**src/rtl/pipe_hazard_unit_pkg.sv**
```systemverilog
// Shared encodings for the pipeline hazard unit: Tuse/Tnew stage counts,
// MD opcode constants and default multiply/divide latencies.
package pipe_hazard_unit_pkg;

    typedef enum logic [1:0] {
        TIME_0 = 2'd0,
        TIME_1 = 2'd1,
        TIME_2 = 2'd2
    } t_enc_e;

    localparam logic MD_OP_MUL = 1'b0;
    localparam logic MD_OP_DIV = 1'b1;

    localparam int DEF_MUL_LAT = 5;
    localparam int DEF_DIV_LAT = 10;

    typedef logic [4:0]  reg_addr_t;
    typedef logic [31:0] word_t;

    // Register 0 is hardwired, so it never matches a producer.
    function automatic logic addr_hit(input reg_addr_t src, input reg_addr_t dst);
        return (src != 5'd0) && (src == dst);
    endfunction

endpackage

```
**src/rtl/pipe_hazard_unit_md_busy_timer.sv**
```systemverilog
// Multiply/divide busy timer: loads the op latency on a start pulse and
// counts down; md_busy is high while the count is nonzero.
module md_busy_timer
    import pipe_hazard_unit_pkg::*;
#(
    parameter int MUL_LAT = DEF_MUL_LAT,
    parameter int DIV_LAT = DEF_DIV_LAT,
    parameter int CNT_W   = 4
) (
    input  logic clk,
    input  logic reset,
    input  logic md_start,
    input  logic md_op,
    output logic md_busy
);

    localparam logic [CNT_W-1:0] MUL_LOAD = CNT_W'(MUL_LAT);
    localparam logic [CNT_W-1:0] DIV_LOAD = CNT_W'(DIV_LAT);
    localparam logic [CNT_W-1:0] CNT_ONE  = CNT_W'(1);

    logic [CNT_W-1:0] cnt_p1;
    logic [CNT_W-1:0] cnt_nxt;

    // A new start always supersedes whatever operation is still counting.
    always_comb begin
        cnt_nxt = cnt_p1;
        if (md_start) begin
            case (md_op)
                MD_OP_MUL: cnt_nxt = MUL_LOAD;
                MD_OP_DIV: cnt_nxt = DIV_LOAD;
                default:   cnt_nxt = MUL_LOAD;
            endcase
        end else if (cnt_p1 != '0) begin
            cnt_nxt = cnt_p1 - CNT_ONE;
        end
    end

    // stage p1: busy counter
    always_ff @(posedge clk or posedge reset) begin
        if (reset) begin
            cnt_p1 <= '0;
        end else begin
            cnt_p1 <= cnt_nxt;
        end
    end

    assign md_busy = (cnt_p1 != '0);

endmodule

```
**src/rtl/pipe_hazard_unit.sv**
```systemverilog
// Stall and forwarding controller for the 5-stage pipeline. Optional stall
// statistics are compiled in when HAZARD_STAT_EN is defined.
module pipe_hazard_unit
    import pipe_hazard_unit_pkg::*;
#(
    parameter int NUM_ID_SRC = 2,
    parameter int NUM_EX_SRC = 2,
    parameter int MUL_LAT    = DEF_MUL_LAT,
    parameter int DIV_LAT    = DEF_DIV_LAT,
    parameter int CNT_W      = 4
) (
    input  logic                      clk,
    input  logic                      reset,
    input  logic [NUM_ID_SRC*5-1:0]   id_src_addr,
    input  logic [NUM_ID_SRC*2-1:0]   id_src_tuse,
    input  logic [NUM_ID_SRC*32-1:0]  id_src_data,
    input  logic                      id_md,
    input  logic [NUM_EX_SRC*5-1:0]   ex_src_addr,
    input  logic [NUM_EX_SRC*32-1:0]  ex_src_data,
    input  logic [4:0]                ex_a3,
    input  logic [1:0]                ex_tnew,
    input  logic [31:0]               ex_wd,
    input  logic                      ex_md_start,
    input  logic                      ex_md_op,
    input  logic [4:0]                mem_src_addr,
    input  logic [31:0]               mem_src_data,
    input  logic [4:0]                mem_a3,
    input  logic [1:0]                mem_tnew,
    input  logic [31:0]               mem_wd,
    input  logic [4:0]                wb_a3,
    input  logic [31:0]               wb_wd,
`ifdef HAZARD_STAT_EN
    input  logic                      stat_clr,
`endif
    output logic [NUM_ID_SRC*32-1:0]  id_src_fwd,
    output logic [NUM_EX_SRC*32-1:0]  ex_src_fwd,
    output logic [31:0]               mem_src_fwd,
    output logic                      pc_en,
    output logic                      if_id_en,
    output logic                      id_ex_flush,
    output logic                      md_busy
`ifdef HAZARD_STAT_EN
    ,
    output logic [31:0]               stall_cnt,
    output logic [31:0]               md_stall_cnt
`endif
);

    logic [NUM_ID_SRC-1:0] id_haz;
    logic                  hazard_any;
    logic                  md_stall;
    logic                  stall;

    md_busy_timer #(
        .MUL_LAT (MUL_LAT),
        .DIV_LAT (DIV_LAT),
        .CNT_W   (CNT_W)
    ) u_md_timer (
        .clk      (clk),
        .reset    (reset),
        .md_start (ex_md_start),
        .md_op    (ex_md_op),
        .md_busy  (md_busy)
    );

    // EX results are only usable in ID once their remaining latency is zero.
    for (genvar i = 0; i < NUM_ID_SRC; i++) begin : g_id_src
        reg_addr_t   a;
        logic [1:0]  tuse;
        word_t       rf_data;
        word_t       fwd;

        assign a       = id_src_addr[i*5 +: 5];
        assign tuse    = id_src_tuse[i*2 +: 2];
        assign rf_data = id_src_data[i*32 +: 32];

        assign id_haz[i] = (addr_hit(a, ex_a3)  && (tuse < ex_tnew)) ||
                           (addr_hit(a, mem_a3) && (tuse < mem_tnew));

        always_comb begin
            fwd = rf_data;
            if (a == 5'd0) begin
                fwd = '0;
            end else if (addr_hit(a, ex_a3) && (ex_tnew == TIME_0)) begin
                fwd = ex_wd;
            end else if (addr_hit(a, mem_a3)) begin
                fwd = mem_wd;
            end else if (addr_hit(a, wb_a3)) begin
                fwd = wb_wd;
            end
        end

        assign id_src_fwd[i*32 +: 32] = fwd;
    end

    for (genvar j = 0; j < NUM_EX_SRC; j++) begin : g_ex_src
        reg_addr_t a;
        word_t     fwd;

        assign a = ex_src_addr[j*5 +: 5];

        always_comb begin
            fwd = ex_src_data[j*32 +: 32];
            if (a == 5'd0) begin
                fwd = '0;
            end else if (addr_hit(a, mem_a3)) begin
                fwd = mem_wd;
            end else if (addr_hit(a, wb_a3)) begin
                fwd = wb_wd;
            end
        end

        assign ex_src_fwd[j*32 +: 32] = fwd;
    end

    always_comb begin
        mem_src_fwd = mem_src_data;
        if (mem_src_addr == 5'd0) begin
            mem_src_fwd = '0;
        end else if (addr_hit(mem_src_addr, wb_a3)) begin
            mem_src_fwd = wb_wd;
        end
    end

    assign hazard_any  = |id_haz;
    assign md_stall    = id_md && (ex_md_start || md_busy);
    assign stall       = hazard_any || md_stall;
    assign pc_en       = !stall;
    assign if_id_en    = !stall;
    assign id_ex_flush = stall;

`ifdef HAZARD_STAT_EN
    function automatic logic [31:0] sat_inc(input logic [31:0] v);
        return (v == 32'hFFFF_FFFF) ? v : v + 32'd1;
    endfunction

    // stage p1: statistics counters
    always_ff @(posedge clk or posedge reset) begin
        if (reset) begin
            stall_cnt    <= '0;
            md_stall_cnt <= '0;
        end else if (stat_clr) begin
            stall_cnt    <= '0;
            md_stall_cnt <= '0;
        end else begin
            if (stall) begin
                stall_cnt <= sat_inc(stall_cnt);
            end
            if (md_stall && !hazard_any) begin
                md_stall_cnt <= sat_inc(md_stall_cnt);
            end
        end
    end
`endif

endmodule

```
**config.mk**
```make
export PLATFORM = sky130hd
export DESIGN_NAME = pipe_hazard_unit
export DESIGN_NICKNAME = d
export VERILOG_FILES = /design/src/rtl/pipe_hazard_unit_pkg.sv /design/src/rtl/pipe_hazard_unit_md_busy_timer.sv /design/src/rtl/pipe_hazard_unit.sv
export SDC_FILE = /design/constraint.sdc
export NUM_CORES = 1
export LEC_CHECK = 0
export ABC_AREA = 1
export CAP_MARGIN = 20
export CORE_AREA = 2 2 183 185
export CTS_CLUSTER_SIZE = 28
export DETAILED_ROUTE_END_ITERATION = 16
export DIE_AREA = 0 0 185 187
export SETUP_SLACK_MARGIN = 0.2
export SLEW_MARGIN = 20
export SYNTH_ARGS = -nofsm -noshare
export SYNTH_HDL_FRONTEND = slang
export SYNTH_SLANG_ARGS = --single-unit
```
**constraint.sdc**
```tcl
create_clock -name clk -period 1.65 [get_ports clk]
set_input_delay 0.2475 -clock clk [delete_from_list [all_inputs] [get_ports clk]]
set_output_delay 0.2475 -clock clk [all_outputs]
set_load 0.03 [all_outputs]
```
==> results by group <==
Setup path
  • CP max stage delay: 180 ps
  • Startpoint class of the critical path: input pin
  • Setup CP Type: in -> out
  • Cell seen most often among critical-path stages: sky130_fd_sc_hd__buf_6
  • Path length in cells of the critical path: 14
  • Capturing element type of the critical path: output pin
  • Reg2Reg Depth: 6
  • Launch point of the critical path: wb_a3[1]
  • Endpoint arrival time on the critical path: roughly 1900 ps
  • Startpoint of the worst register-to-register path: u_md_timer.cnt_p1[0]
  • Worst reg2reg endpoint: u_md_timer.cnt_p1[1]
  • Delay-heaviest family, CP: buffers and inverters
  • Worst path required time: ~1400 ps
  • CP Capture Point: id_src_fwd[25]
  • Critical Path Slowest Stage Cell: sky130_fd_sc_hd__a21oi_4
  • Cells traversed along the worst timing path: buf_8, buf_6, buf_6, xnor2_2, nand2_2, nor2_4, buf_6, nand2_8, buf_6, buf_16, nand2_4, nand3_4, a21oi_4, buf_12
  • Buf/Inv on CP: 7
  • Reg2reg setup slack: 520 ps
  • Critical-path maximum fanout: 5

Routing
  • Met3 Wirelength: between 4 and 5 mm
  • Met2 wire length: approximately 28 mm
  • Detailed-routing iteration count for the pre-antenna-repair pass: 6
  • Routed length on met1: about 23 mm
  • DRC errors left: 0
  • Post-DR wirelength/cell: roughly 22 um
  • Count of antenna-violating nets left after detailed routing: 0
  • Post-DR vias/cell: between 4 and 5
  • Final WL: 58.2 mm
  • DR iter-0 viols: about 760
  • Uppermost layer routed: met4
  • Number of vias after detailed routing: between 10000 and 15000

Synthesis
  • Count of yosys warnings during synthesis: 0
  • Synth cell count leaders: sky130_fd_sc_hd__nand3_1 (361), sky130_fd_sc_hd__nand2_1 (347), sky130_fd_sc_hd__inv_1 (245)
  • Post-Syn Nets: 1821
  • Most common cell in the synthesized netlist: sky130_fd_sc_hd__nand3_1
  • Top cell type's share of synthesized area: 25.0%
  • Synth Instances: 1506
  • Register area share after synthesis: 1.39%
  • Largest family of logic cells by synthesized area: simple AND/OR/NAND/NOR gates
  • Ys async rst share: 100%
  • Distinct cell type count after synthesis: 32
  • Leading cell types by total area after synthesis: sky130_fd_sc_hd__nand3_1 (25%), sky130_fd_sc_hd__nand2_1 (18%), sky130_fd_sc_hd__inv_1 (13%)
  • Share of the synthesized area in compound gates (AO/OA/AOI/OAI): under 10%
  • Cell taking the most area after synthesis: sky130_fd_sc_hd__nand3_1
  • Post-synthesis sequential element count: 4
  • Multiplexer fraction of the synthesized cell area: 0%
  • Most used flip-flop cell after synthesis: sky130_fd_sc_hd__dfrtp_1
  • Mapped Area: 7220 um^2
  • Post-synth EDFFs: 0
  • Synthesized area per cell: 4.79 um^2
  • Adder-Cell Fraction of Synth Area: 1.04%
  • Area share of xor/xnor cells in the synthesized design: under 10%
  • Synth Area in Simple Gates: between 50% and 60%

Clock tree
  • Clk Tree Root Cell: sky130_fd_sc_hd__clkbuf_16
  • Number of buffers added to fix hold violations after cts: 0
  • Htree depth: 1
  • CTS tree: yes
  • Clock transition at the registers of the reported paths: approximately 30 ps
  • Clock buffer count from CTS: 3
  • Clk Latency, worst-skew pair: about 220 ps
  • Clock sink total: 4
  • Largest buffer count on any clock path: 2

Floorplanning
  • Die ar.: about 35000 um^2
  • FP Rows: 67
  • I/O pin count: about 470
  • Die outline width: roughly 190 um
  • Initial cell density of the core: between 20% and 30%
  • Height of the chip: 187 um
  • Area of the placeable core: between 30000 and 40000 um^2

Timing
  • Peak Freq: approximately 0.46 GHz
  • Final Cycle Share: 131%
  • Number of slew-limit violations in the final report: 0
  • Min Clock Period, post-route: roughly 2200 ps
  • Final setup viols: around 160
  • Worst setup margin: -510 ps
  • Unrepaired setup endpoints after global routing: true
  • Final Hold Viols: 0
  • Max_slew headroom: between 70 and 80%
  • Slew at the pin closest to its max-slew limit: ~430 ps
  • Layout Skew: between 1.5 and 2 ps

Global routing
  • Largest net degree at the start of global routing: 33
  • Wire length of the first global-routing pass: about 83 mm
  • Overflow after GRT: 0
  • Initial antenna violation count: 3
  • GRT Overall Usage: a little under a third
  • Vias in the first global route: 13755

Placement
  • Port buffer count: 472
  • Routability congestion estimate: 0.974
  • Post-Place Cells: 2496
  • Half-perimeter wire length after detailed placement: approximately 41 mm

Power and ir drop
  • Worst supply voltage drop on vdd: 0.000511 V
  • Tot Pwr: between 0.007 and 0.008 W
  • Ratio of total power to cell area: ~360 nW/um^2
  • Static leakage power: 9.77 nW

Finish
  • Count of filler cells inserted in the layout: about 2900
  • Final net count: ~2500
  • Share of layout cells above drive strength 1: approximately 55%
  • Max reg flops: 4
  • Biggest register: u_md_timer.cnt_p1
  • Area added between synthesis and finish: 181%
  • Non-Filler Instances: approximately 2600
  • Registers with the highest flip-flop counts: u_md_timer.cnt_p1: 4 flops

Job
  • Max-cap violations: 0

Hold path
  • Class of the worst hold path: in -> async

Outcome
  • Failing checks: setup timing
  • Run status: complete, but fails checks
## cell type report
type / instances / area, um^2 / area share, %
multi-input combinational: 1135 / 9390 / 46.3
timing repair buffer: 785 / 9200 / 45.3
inverter: 253 / 955 / 4.71
tap: 448 / 561 / 2.76
sequential: 4 / 100 / 0.493
clock buffer: 3 / 75.1 / 0.370
antenna: 3 / 7.51 / 0.0370
## how the worst min path moves through the flow
stage	from	to	slack [ps]	cells past startpoint
6_report	reset	u_md_timer.cnt_p1[2]	210	2
2_1_floorplan	reset	u_md_timer.cnt_p1[0]	10	1
4_1_cts	reset	u_md_timer.cnt_p1[2]	210	2
3_5_place_dp	reset	u_md_timer.cnt_p1[3]	440	2
5_1_grt	reset	u_md_timer.cnt_p1[2]	240	2
3_3_place_gp	reset	u_md_timer.cnt_p1[2]	450	2
## cells in the final DEF (no fill, tap or decap), types with 4 or more instances in the layout
cell type                         synthesis  final
sky130_fd_sc_hd__dfrtp_1                  4      4
sky130_fd_sc_hd__xnor2_2                  0     24
sky130_fd_sc_hd__dlygate4sd2_1            0      7
sky130_fd_sc_hd__inv_2                    8     44
sky130_fd_sc_hd__buf_4                    8    131
sky130_fd_sc_hd__buf_12                   0     77
sky130_fd_sc_hd__xor2_2                   0      6
sky130_fd_sc_hd__nand2_2                  3    116
sky130_fd_sc_hd__nand3_2                  1    160
sky130_fd_sc_hd__o21ai_4                  0     13
sky130_fd_sc_hd__xor2_1                  15      9
sky130_fd_sc_hd__nand3b_1                32     32
sky130_fd_sc_hd__o21ai_1                  0     32
sky130_fd_sc_hd__clkdlybuf4s50_1          0    264
sky130_fd_sc_hd__nor2_1                 166     81
sky130_fd_sc_hd__inv_1                  245    207
sky130_fd_sc_hd__nor2_2                  14     42
sky130_fd_sc_hd__nor2_4                   8     65
sky130_fd_sc_hd__xnor2_1                 34      8
sky130_fd_sc_hd__nand3_4                  2     45
sky130_fd_sc_hd__nand3_1                361    159
sky130_fd_sc_hd__buf_6                   14    232
sky130_fd_sc_hd__buf_8                    0     24
sky130_fd_sc_hd__a21oi_4                  0     64
sky130_fd_sc_hd__buf_16                   0     25
sky130_fd_sc_hd__nand2_4                  0     59
sky130_fd_sc_hd__nand2_1                347    172
sky130_fd_sc_hd__o21ai_2                  0     19
sky130_fd_sc_hd__buf_2                   72     13
sky130_fd_sc_hd__clkbuf_16                0      7
## timing repair
action                                  CTS  global route
endpoints found under the setup margin  163           163
cloned                                   27             5
pin swaps                               238           121
gates resized for setup                 901           226
buffers inserted                         89             8
## metrics by stage
step	utilization [%]	setup TNS (ps)	cell area, um^2	setup WS, ps	hold WS (ps)
after floorplan	-	-16.1	9170	-16.1	13.6
after global placement	46.3	-142300	15200	-1190	448
after detailed placement	46.3	-144980	15200	-1180	439
after CTS	58.3	-67330	19200	-513	212
after global routing	61.7	-75920	20300	-575	241
final	61.7	-66530	20300	-510	211
## cell families (layout without fill, tap and decap cells)
| group | Yosys count | after routing |
|---|---|---|
| and+or+nand+nor | 944 | 944 |
| DFF | 4 | 4 |
| AOI/OAI and AO/OA | 136 | 136 |
| other | 0 | 3 |
| xor gates and xnor gates | 49 | 49 |
| buffers and inverters | 367 | 1041 |
| adders and majority gates | 6 | 6 |
## power breakdown
group	total [W]	switching [W]	internal (W)	leakage (nW)
Clock	0.000378	0.0000686	0.000310	0.0370
Combinational	0.00679	0.00355	0.00325	9.68
Sequential	0.000140	0.0000181	0.000122	0.0483
## layer usage
layer | up-vias | track usage, %
li1 | 6107 | -
met1 | 6166 | 37.9
met2 | 684 | 55.1
met3 | 139 | 4.46
met4 | 0 | 13.4
met5 | - | 0
No activity file was read; power rests on OpenSTA's default activity.
